==> src/rtl/pc_unit_pkg.sv <==
// ---------------------------------------------------------------------------
// pc_unit_pkg
//   Shared definitions for the program-counter unit: default widths, the
//   "no lock" tag value and the FSM state encoding.
//   Optional feature macro used by the unit: PC_CDB_BYPASS_EN.
// ---------------------------------------------------------------------------
package pc_unit_pkg;

    localparam int DEF_ADDR_W  = 32;
    localparam int DEF_LOCK_W  = 5;
    localparam int DEF_NUM_CDB = 2;

    // A ROB tag of zero means "not waiting on anything".
    localparam int NO_LOCK = 0;

    typedef enum logic [1:0] {
        ST_IDLE     = 2'd0,
        ST_FETCH    = 2'd1,
        ST_WAIT_DEC = 2'd2,
        ST_LOCKED   = 2'd3
    } pc_state_e;

endpackage : pc_unit_pkg

==> src/rtl/pc_unit_cdb_match.sv <==
// ---------------------------------------------------------------------------
// cdb_match
//   Combinational search of the common data buses for a given ROB tag.
//   Ports:
//     tag_i        tag to look for (NO_LOCK never matches)
//     cdb_valid_i  per-channel broadcast valid
//     cdb_tag_i    packed channel tags, channel i at [i*LOCK_W +: LOCK_W]
//     cdb_result_i packed channel results, channel i at [i*ADDR_W +: ADDR_W]
//     hit_o        some valid channel carries tag_i
//     result_o     result of the lowest-index matching channel (0 if none)
// ---------------------------------------------------------------------------
module cdb_match
    import pc_unit_pkg::*;
#(
    parameter int NUM_CDB = DEF_NUM_CDB,
    parameter int LOCK_W  = DEF_LOCK_W,
    parameter int ADDR_W  = DEF_ADDR_W
) (
    input  logic [LOCK_W-1:0]         tag_i,
    input  logic [NUM_CDB-1:0]        cdb_valid_i,
    input  logic [NUM_CDB*LOCK_W-1:0] cdb_tag_i,
    input  logic [NUM_CDB*ADDR_W-1:0] cdb_result_i,
    output logic                      hit_o,
    output logic [ADDR_W-1:0]         result_o
);

    // Scan from the highest channel down so that the lowest matching index
    // is the last writer and therefore wins.
    always_comb begin
        hit_o    = 1'b0;
        result_o = '0;
        if (tag_i != LOCK_W'(NO_LOCK)) begin
            for (int i = NUM_CDB - 1; i >= 0; i--) begin
                if (cdb_valid_i[i] && (cdb_tag_i[i*LOCK_W +: LOCK_W] == tag_i)) begin
                    hit_o    = 1'b1;
                    result_o = cdb_result_i[i*ADDR_W +: ADDR_W];
                end
            end
        end
    end

endmodule : cdb_match

==> src/rtl/pc_unit.sv <==
// ---------------------------------------------------------------------------
// pc_unit
//   Front-end program counter. Issues fetch addresses to the icache, waits
//   for the decoder's verdict, then either advances by the decoder offset or
//   locks until the branch offset is broadcast on a CDB. A ROB redirect
//   overrides everything else.
//
//   Optional feature macro: PC_CDB_BYPASS_EN
//     defined   : a CDB match in the same cycle the decoder presents a lock
//                 skips LOCKED and goes straight back to FETCH.
//     undefined : the unit always enters LOCKED on a nonzero dec_lock.
//
//   Handshake: a fetch transfer happens on a rising edge where
//   fetch_valid && fetch_ready && !stall (and no rob_modify); fetch_valid
//   stays high and fetch_pc stays stable until that transfer happens.
//
//   Ports:
//     clk, rst          clock; asynchronous active-low reset
//     fetch_valid/pc    fetch request and address (registered)
//     fetch_ready       icache accepts the request
//     dec_valid/lock/offset  decoder verdict for the last accepted fetch
//     cdb_valid/tag/result   NUM_CDB packed broadcast channels
//     rob_modify/rob_npc     redirect request and target
//     stall             freeze request for FETCH / WAIT_DEC
//     pc_locked         waiting on a CDB tag (registered)
//     dbg_state         current FSM state, for observation only
// ---------------------------------------------------------------------------
module pc_unit
    import pc_unit_pkg::*;
#(
    parameter int                ADDR_W   = DEF_ADDR_W,
    parameter int                LOCK_W   = DEF_LOCK_W,
    parameter int                NUM_CDB  = DEF_NUM_CDB,
    parameter logic [ADDR_W-1:0] RESET_PC = '0
) (
    input  logic                      clk,
    input  logic                      rst,
    output logic                      fetch_valid,
    output logic [ADDR_W-1:0]         fetch_pc,
    input  logic                      fetch_ready,
    input  logic                      dec_valid,
    input  logic [LOCK_W-1:0]         dec_lock,
    input  logic [ADDR_W-1:0]         dec_offset,
    input  logic [NUM_CDB-1:0]        cdb_valid,
    input  logic [NUM_CDB*LOCK_W-1:0] cdb_tag,
    input  logic [NUM_CDB*ADDR_W-1:0] cdb_result,
    input  logic                      rob_modify,
    input  logic [ADDR_W-1:0]         rob_npc,
    input  logic                      stall,
    output logic                      pc_locked,
    output logic [1:0]                dbg_state
);

    pc_state_e         state_q, state_d;
    logic [ADDR_W-1:0] pc_q, pc_d;
    logic [LOCK_W-1:0] lock_q, lock_d;
    logic              fetch_valid_q, fetch_valid_d;
    logic              pc_locked_q, pc_locked_d;

    // Match against the held lock tag (LOCKED state).
    logic              lock_hit;
    logic [ADDR_W-1:0] lock_result;

    cdb_match #(
        .NUM_CDB (NUM_CDB),
        .LOCK_W  (LOCK_W),
        .ADDR_W  (ADDR_W)
    ) u_lock_match (
        .tag_i        (lock_q),
        .cdb_valid_i  (cdb_valid),
        .cdb_tag_i    (cdb_tag),
        .cdb_result_i (cdb_result),
        .hit_o        (lock_hit),
        .result_o     (lock_result)
    );

`ifdef PC_CDB_BYPASS_EN
    // Match against the tag the decoder is presenting right now.
    logic              dec_hit;
    logic [ADDR_W-1:0] dec_result;

    cdb_match #(
        .NUM_CDB (NUM_CDB),
        .LOCK_W  (LOCK_W),
        .ADDR_W  (ADDR_W)
    ) u_dec_match (
        .tag_i        (dec_lock),
        .cdb_valid_i  (cdb_valid),
        .cdb_tag_i    (cdb_tag),
        .cdb_result_i (cdb_result),
        .hit_o        (dec_hit),
        .result_o     (dec_result)
    );
`endif

    // Next-state / next-PC logic.
    always_comb begin
        state_d = state_q;
        pc_d    = pc_q;
        lock_d  = lock_q;

        if (state_q == ST_IDLE) begin
            state_d = ST_FETCH;
        end else if (rob_modify) begin
            // Redirect beats CDB and decoder events and ignores stall.
            state_d = ST_FETCH;
            pc_d    = rob_npc;
            lock_d  = LOCK_W'(NO_LOCK);
        end else begin
            unique case (state_q)
                ST_FETCH: begin
                    if (fetch_ready && !stall) begin
                        state_d = ST_WAIT_DEC;
                    end
                end
                ST_WAIT_DEC: begin
                    if (dec_valid && !stall) begin
                        if (dec_lock == LOCK_W'(NO_LOCK)) begin
                            state_d = ST_FETCH;
                            pc_d    = pc_q + dec_offset;
                        end else begin
`ifdef PC_CDB_BYPASS_EN
                            if (dec_hit) begin
                                state_d = ST_FETCH;
                                pc_d    = pc_q + dec_result;
                            end else begin
                                state_d = ST_LOCKED;
                                lock_d  = dec_lock;
                            end
`else
                            state_d = ST_LOCKED;
                            lock_d  = dec_lock;
`endif
                        end
                    end
                end
                ST_LOCKED: begin
                    // CDB matching is deliberately not gated by stall.
                    if (lock_hit) begin
                        state_d = ST_FETCH;
                        pc_d    = pc_q + lock_result;
                        lock_d  = LOCK_W'(NO_LOCK);
                    end
                end
                default: begin
                    state_d = ST_IDLE;
                end
            endcase
        end

        // Outputs are flops loaded from the next state so they line up
        // exactly with the state register.
        fetch_valid_d = (state_d == ST_FETCH);
        pc_locked_d   = (state_d == ST_LOCKED);
    end

    always_ff @(posedge clk or negedge rst) begin
        if (!rst) begin
            state_q       <= ST_IDLE;
            pc_q          <= RESET_PC;
            lock_q        <= LOCK_W'(NO_LOCK);
            fetch_valid_q <= 1'b0;
            pc_locked_q   <= 1'b0;
        end else begin
            state_q       <= state_d;
            pc_q          <= pc_d;
            lock_q        <= lock_d;
            fetch_valid_q <= fetch_valid_d;
            pc_locked_q   <= pc_locked_d;
        end
    end

    assign fetch_valid = fetch_valid_q;
    assign fetch_pc    = pc_q;
    assign pc_locked   = pc_locked_q;
    assign dbg_state   = state_q;

endmodule : pc_unit
==> config.mk <==
export PLATFORM = sky130hd
export DESIGN_NAME = pc_unit
export DESIGN_NICKNAME = d
export VERILOG_FILES = /design/src/rtl/pc_unit_pkg.sv /design/src/rtl/pc_unit_cdb_match.sv /design/src/rtl/pc_unit.sv
export SDC_FILE = /design/constraint.sdc
export NUM_CORES = 1
export LEC_CHECK = 0
export BUFFER_PORTS_ARGS = -buffer_cell sky130_fd_sc_hd__buf_2
export CAP_MARGIN = 5
export CORE_ASPECT_RATIO = 1.75
export CORE_MARGIN = 2
export CORE_UTILIZATION = 34
export CTS_BUF_LIST = sky130_fd_sc_hd__clkbuf_8
export DETAILED_ROUTE_END_ITERATION = 10
export PLACE_DENSITY = 0.69
export SLEW_MARGIN = 20
export SYNTH_ARGS = -nofsm -noshare
export SYNTH_HDL_FRONTEND = slang
export SYNTH_HIERARCHICAL = 1
export SYNTH_SLANG_ARGS = --single-unit
export TNS_END_PERCENT = 100
==> constraint.sdc <==
create_clock -name clk -period 4.45 [get_ports clk]
set_clock_uncertainty 0.15 [all_clocks]
set_input_delay 0.2225 -clock clk [delete_from_list [all_inputs] [get_ports clk]]
set_output_delay 0.2225 -clock clk [all_outputs]
set_load 0.02 [all_outputs]
### After elaboration in Yosys (flattened, before gate mapping)

Cells that the tools add are included.

* register bits after elaboration: 41
* bits of input ports: 151
* output and inout bits: 36

* $add $sub $neg: 2
* eq/ne operators: 11
* muxes and demuxes: 23
* bitwise gates (word level): 1
* reduce and logical (&&, ||, !) cells: 11

Operator list (number)
* $mux 32: 7
* $add 32x32->32: 2
* $pmux 32 s2: 1
* $mux 5: 4
* $mux 2: 6
* $ne 3x3->1 const B: 4
* $eq 5x5->1: 2
* $pmux 5 s2: 1
* $reduce_and 5->1: 2
* $eq 2x2->1 const B: 3
* $pmux 2 s3: 1
* $logic_not 5->1: 1
* $reduce_bool 5->1: 1
* $eq 2x1->1 const B: 2
* $logic_and 1x1->1: 4
* $mux 1: 3
* $reduce_bool 3->1: 1
* $logic_not 2->1: 1
* $logic_not 1->1: 1
* $not 1->1: 1

### Longest topological paths before layout

* depth after elaboration: 10
* gate-level depth with buffers: 17
* gate-level depth less buffers: 17

### Cells and area by module

Netlist, hierarchy kept.

By module, submodules not included
* pc_unit: times used 1, cells an instance 484, area each 3992.6 um^2, seq. area each 1026.0 um^2
* cdb_match: times used 1, cells an instance 60, area each 568.0 um^2, seq. area each 0.0 um^2

### Least setup slack after synthesis

Ideal clock, no wire load.

* path kind: flip-flop to flip-flop
* start: reg lock_q[2]
* end: reg pc_q[30], in the netlist fetch_pc[30]
* arrival: 3.840 ns
* data required time: 4.179 ns
* slack: 0.339 ns
* cell stages (with the launch flop): 18
* path buffers: 0
* clock period less this slack: 4.111 ns
* cells stage by stage: dfrtp_1 xnor2_1 and4_4 a2111oi_4 a22o_2 mux2_2 ha_1 inv_1 fa_1 and2b_1 o211ai_1 nand3b_2 a21oi_1 or3_4 o31a_4 o31ai_1 mux2i_1 nor2_1

* longest elaborated chain between the ends: 9
* elaborated cells on any way between the ends: 17

RTL lines
* start: declaration: line pc_unit.sv:56 `logic [LOCK_W-1:0] lock_q, lock_d;`
* start signal: assignment: line pc_unit.sv:161 `lock_q <= LOCK_W'(NO_LOCK);`
* start signal: assignment: line pc_unit.sv:167 `lock_q <= lock_d;`
* $eq 5x5->1: line pc_unit_cdb_match.sv:34 `if (cdb_valid_i[i] && (cdb_tag_i[i*LOCK_W +: LOCK_W] == tag_i)) begin`
* $logic_and 1x1->1: line pc_unit_cdb_match.sv:34
* $mux 32 (2 in a row): line pc_unit_cdb_match.sv:34
* $mux 32 *: line pc_unit_cdb_match.sv:32 `if (tag_i != LOCK_W'(NO_LOCK)) begin`
* via lock_result[0]: line pc_unit.sv:62 `logic [ADDR_W-1:0] lock_result;`
* $add 32x32->32 *: line pc_unit.sv:141 `pc_d = pc_q + lock_result;`
* $mux 32 *: line pc_unit.sv:139 `if (lock_hit) begin`
* $pmux 32 s2 *: line pc_unit.sv:110 `unique case (state_q)`
* $mux 32 *: line pc_unit.sv:104 `end else if (rob_modify) begin`
* end signal: assignment: line pc_unit.sv:166 `pc_q <= pc_d;`
* end: declaration: line pc_unit.sv:55 `logic [ADDR_W-1:0] pc_q, pc_d;`

The timed path passes the listed nets; every way through them passes the cells marked *. The select of a mux whose other input is x is not followed.
A chain may end at the register's enable or synchronous reset.

### Final worst setup path

* start: reg lock_q[2]
* end: reg pc_q[31], in the netlist fetch_pc[31]

Same word-level chain as after synthesis.

==> impl_metrics.tcl <==
set metrics [dict create \
    post_synthesis_cell_count 544 \
    worstPathRequired_ps 4470 \
    number_of_global_route_vias_before_repair 4659 \
    place.port_buffers 186 \
    clk_pin_slew_ps 90 \
    report.final.setup_viol 0 \
    crit_chain "or4_1 > nor2_1 > buf_4 > a2111oi_4 > buf_6 > a22o_2 > mux2_2 > ha_2 > nand2_1 > nor4_2 > a221oi_2 > a211o_1 > nor4_2 > a21oi_1 > xor2_1 > mux2i_1 > o211ai_1" \
    cap_viol_max_count 0 \
    crit_buf_inv 2 \
    grt_overflow 0 \
    p_int_w 0.00146 \
    cts_tree "yes" \
    layout.filler_cells 1360 \
    r2r_start "lock_q[2]" \
    p_comb_frac 0.694 \
    cts_setup_buffers 0 \
    period_minus_slack_ps 4300 \
    power.static_leakage_nw 2.78 \
    cts_buffer_depth 2 \
    mostFrequentLayoutCell "sky130_fd_sc_hd__buf_2" \
    groute.layer.met2.usage 0.391 \
    final_cell_area_um2 5850 \
    final.setup.worst_slack_ps 151 \
    cts_root_buf "sky130_fd_sc_hd__clkbuf_8" \
    grt_start_max_net_pins 42 \
    timing.critical_path.max_delay_family "simple AND/OR/NAND/NOR gates" \
    critical-path-slowest-cell "sky130_fd_sc_hd__or4_1" \
    vdd_ir_drop_max_uv 187 \
    reg2reg_slack_ps 150 \
    first_pass_iters 5 \
    beginning_of_the_critical_path "lock_q[2]" \
    yosys-top-cells-area "sky130_fd_sc_hd__dfrtp_1 22%, sky130_fd_sc_hd__ha_1 9.3%, sky130_fd_sc_hd__mux2_2 7.7%, sky130_fd_sc_hd__a21oi_1 6.8%, sky130_fd_sc_hd__xnor2_1 4.8%" \
    worstPathMaxFanout 12 \
    seq_power_share 0.218 \
    avgSynthCellArea_um2 8.38 \
    critPathArrivalTime_ps 4320 \
    post_synth_num_cell_types 62 \
    synth_edf_count 0 \
    synth_top_area_frac 0.225 \
    h-tree-depth 2 \
    preCtsSetupSlack_ps 119 \
    report.final.slew_viol_count 0 \
    synth_seq_area_share 0.225 \
    grt.busiest_layer "met2" \
    setup_repair_after_global_routing_missed_its_margin "yes" \
    die_area_um2 14400 \
    die_w_um 91.6 \
    most-common-layout-cells "185 x sky130_fd_sc_hd__buf_2, 61 x sky130_fd_sc_hd__a21oi_1, 53 x sky130_fd_sc_hd__nand2_1, 42 x sky130_fd_sc_hd__o21ai_0, 41 x sky130_fd_sc_hd__dfrtp_1" \
    crit_path_end_kind "register" \
    power.switching_fraction 0.492 \
    post-route-period-util 0.966 \
    met3_routing_resource_usage_after_global_routing 0.0297 \
    drive_above_1_share 0.392 \
    die_h_um 157 \
    remaining_drc_errors 0 \
    routed_length_per_placed_instance_um 15.7 \
    routed_wl_um 14300 \
    initialDrtViolationCount 135 \
    detailroute.via_count 4736 \
    category_of_the_worst_setup_path_launch_point "register" \
    io_pins 187 \
    post_dp_cell_area_um2 5670 \
    total_power_w 0.00288 \
    floorplan.initialDensity 0.344 \
    clkPwrFrac 0.088 \
    netSwitchingPower_w 0.00141 \
    worst_skew_pair.late_latency_ps 300 \
    synth_nets 730 \
    synth_async_sr_flop_share 1.00 \
    insertedDiodeCount 0 \
    max_slew.worst_pin.slew_ps 602 \
    fp-row-count 56 \
    syn-cell-area_um2 4560 \
    core_region_area_um2 13200 \
    pwr_density_cell_nw_per_um2 492 \
    holdCritStartpoint "rob_npc[19]" \
    run_status "finished, final reports clean" \
    post-synth-top-area-cell "sky130_fd_sc_hd__dfrtp_1" \
    timing.hold.worst.class "input port to register" \
    path_common_cell "sky130_fd_sc_hd__nor4_2" \
    postRouteAntennaNets 0 \
    detail_route.vias_per_cell 5.22 \
    grt_usage 0.192 \
    clock.fmax_mhz 233 \
    routabilityCongestion 0.945 \
    cts_num_sinks 41 \
    grt_antenna_before_repair 0 \
    postSynth.topFlopCell "sky130_fd_sc_hd__dfrtp_1" \
    fin_nets 918 \
    dp_hpwl_um 11800 \
    synth.yosys.warnings 6 \
    holdWs_ps 12.3 \
    grt_pass1_wl_um 22000 \
    max-slew-margin-rel 0.599 \
    ys_seq_elements 41 \
    numCtsBuffers 5 \
    timing.final.hold_violations 0 \
    grt_util_met1 0.191 \
    synthToLayoutAreaGrowth_pct 28.2 \
    worst_path_largest_cell_delay_ps 530 \
    critical_path_class "register to register" \
]
## cells by family (layout without fill, tap and decap cells)
logic type	Yosys count	after routing	share of synthesized area
xor gates and xnor gates	33	33	0.0634
DFF	41	41	0.225
muxes	43	43	0.103
AOI/OAI and AO/OA	195	195	0.288
adders and majority gates	35	35	0.0977
and+or+nand+nor	156	156	0.170
buffers and inverters	41	230	0.0529
## layer usage
| metal | wire [um] | up-vias |
|---|---|---|
| met5 | 0 | - |
| met4 | 364 | 0 |
| met3 | 580 | 30 |
| met2 | 8180 | 136 |
| met1 | 5150 | 2188 |
| li1 | - | 2382 |
## registers in the layout (all words and copies together) (netlist names)
name / cells
lock_q: 5
dbg_state: 2
fetch_pc: 32
pc_locked: 1
fetch_valid: 1
## worst reg2reg max path, cell delays in order, from the launching register on
cell and delay (ps):
sky130_fd_sc_hd__dfrtp_1 430, sky130_fd_sc_hd__or4_1 530, sky130_fd_sc_hd__nor2_1 100, sky130_fd_sc_hd__buf_4 150, sky130_fd_sc_hd__a2111oi_4 60, sky130_fd_sc_hd__buf_6 160, sky130_fd_sc_hd__a22o_2 260, sky130_fd_sc_hd__mux2_2 270
sky130_fd_sc_hd__ha_2 380, sky130_fd_sc_hd__nand2_1 90, sky130_fd_sc_hd__nor4_2 300, sky130_fd_sc_hd__a221oi_2 110, sky130_fd_sc_hd__a211o_1 380, sky130_fd_sc_hd__nor4_2 230, sky130_fd_sc_hd__a21oi_1 90, sky130_fd_sc_hd__xor2_1 190
sky130_fd_sc_hd__mux2i_1 210, sky130_fd_sc_hd__o211ai_1 100
## stage by stage
step	cells	setup TNS (ps)	utilization
after floorplan	544	0	-
after global placement	896	0	0.428
after detailed placement	896	0	0.428
after CTS	907	0	0.437
after global routing	907	-112	0.442
final	907	0	0.442
## timing repair
action                                  CTS  global route
endpoints found under the hold margin    43             0
resized for setup                         0            14
hold buffers                              3             0
endpoints found under the setup margin    0             9
## Yosys cell counts, types with 3 or more instances
| library cell | n |
|---|---|
| sky130_fd_sc_hd__o21ai_0 | 42 |
| sky130_fd_sc_hd__o21a_1 | 8 |
| sky130_fd_sc_hd__nor2_1 | 39 |
| sky130_fd_sc_hd__buf_2 | 4 |
| sky130_fd_sc_hd__o21bai_1 | 6 |
| sky130_fd_sc_hd__nand4_1 | 7 |
| sky130_fd_sc_hd__xnor2_1 | 25 |
| sky130_fd_sc_hd__nand3_1 | 13 |
| sky130_fd_sc_hd__buf_6 | 6 |
| sky130_fd_sc_hd__a22o_1 | 13 |
| sky130_fd_sc_hd__o211ai_1 | 9 |
| sky130_fd_sc_hd__nand2_1 | 53 |
| sky130_fd_sc_hd__clkbuf_8 | 3 |
| sky130_fd_sc_hd__nor2b_1 | 3 |
| sky130_fd_sc_hd__mux2_2 | 31 |
| sky130_fd_sc_hd__a211oi_1 | 6 |
| sky130_fd_sc_hd__nor3_1 | 4 |
| sky130_fd_sc_hd__nand3b_1 | 8 |
| sky130_fd_sc_hd__nand2b_1 | 5 |
| sky130_fd_sc_hd__ha_1 | 34 |
| sky130_fd_sc_hd__a22o_2 | 19 |
| sky130_fd_sc_hd__xor2_1 | 8 |
| sky130_fd_sc_hd__or3_1 | 5 |
| sky130_fd_sc_hd__mux2i_1 | 12 |
| sky130_fd_sc_hd__clkbuf_1 | 8 |
| sky130_fd_sc_hd__buf_1 | 4 |
| sky130_fd_sc_hd__a21oi_1 | 62 |
| sky130_fd_sc_hd__a21o_1 | 14 |
| sky130_fd_sc_hd__inv_1 | 14 |
| sky130_fd_sc_hd__dfrtp_1 | 41 |
## layout make-up
class / count / area [um^2] / area share
tap: 174 / 218 / 0.0372
inverter: 14 / 52.6 / 0.00899
clock inverter: 3 / 13.8 / 0.00235
clock buffer: 5 / 68.8 / 0.0118
timing repair buffer: 208 / 1110 / 0.190
multi-input combinational: 462 / 3360 / 0.574
sequential: 41 / 1030 / 0.175
## power groups by stage
| stage | Sequential, W | Combinational (W) | Clock (W) |
|---|---|---|---|
| 2_1_floorplan | 0.000767 | 0.00124 | 0 |
| 3_3_place_gp | 0.000636 | 0.00192 | 0 |
| 3_5_place_dp | 0.000637 | 0.00193 | 0 |
| 4_1_cts | 0.000630 | 0.00195 | 0.000263 |
| 5_1_grt | 0.000653 | 0.00220 | 0.000277 |
| 6_report | 0.000629 | 0.00200 | 0.000252 |
## worst paths after layout
path | to | depth (start not counted)
setup / recovery | fetch_pc[31] | 17
hold / removal | fetch_pc[19] | 3
setup reg to reg | fetch_pc[31] | 17
hold reg to reg | fetch_pc[5] | 2
max in group asynchronous | fetch_pc[31] | 2
min in group asynchronous | fetch_valid | 2
Power figures use the tool's default switching activity.
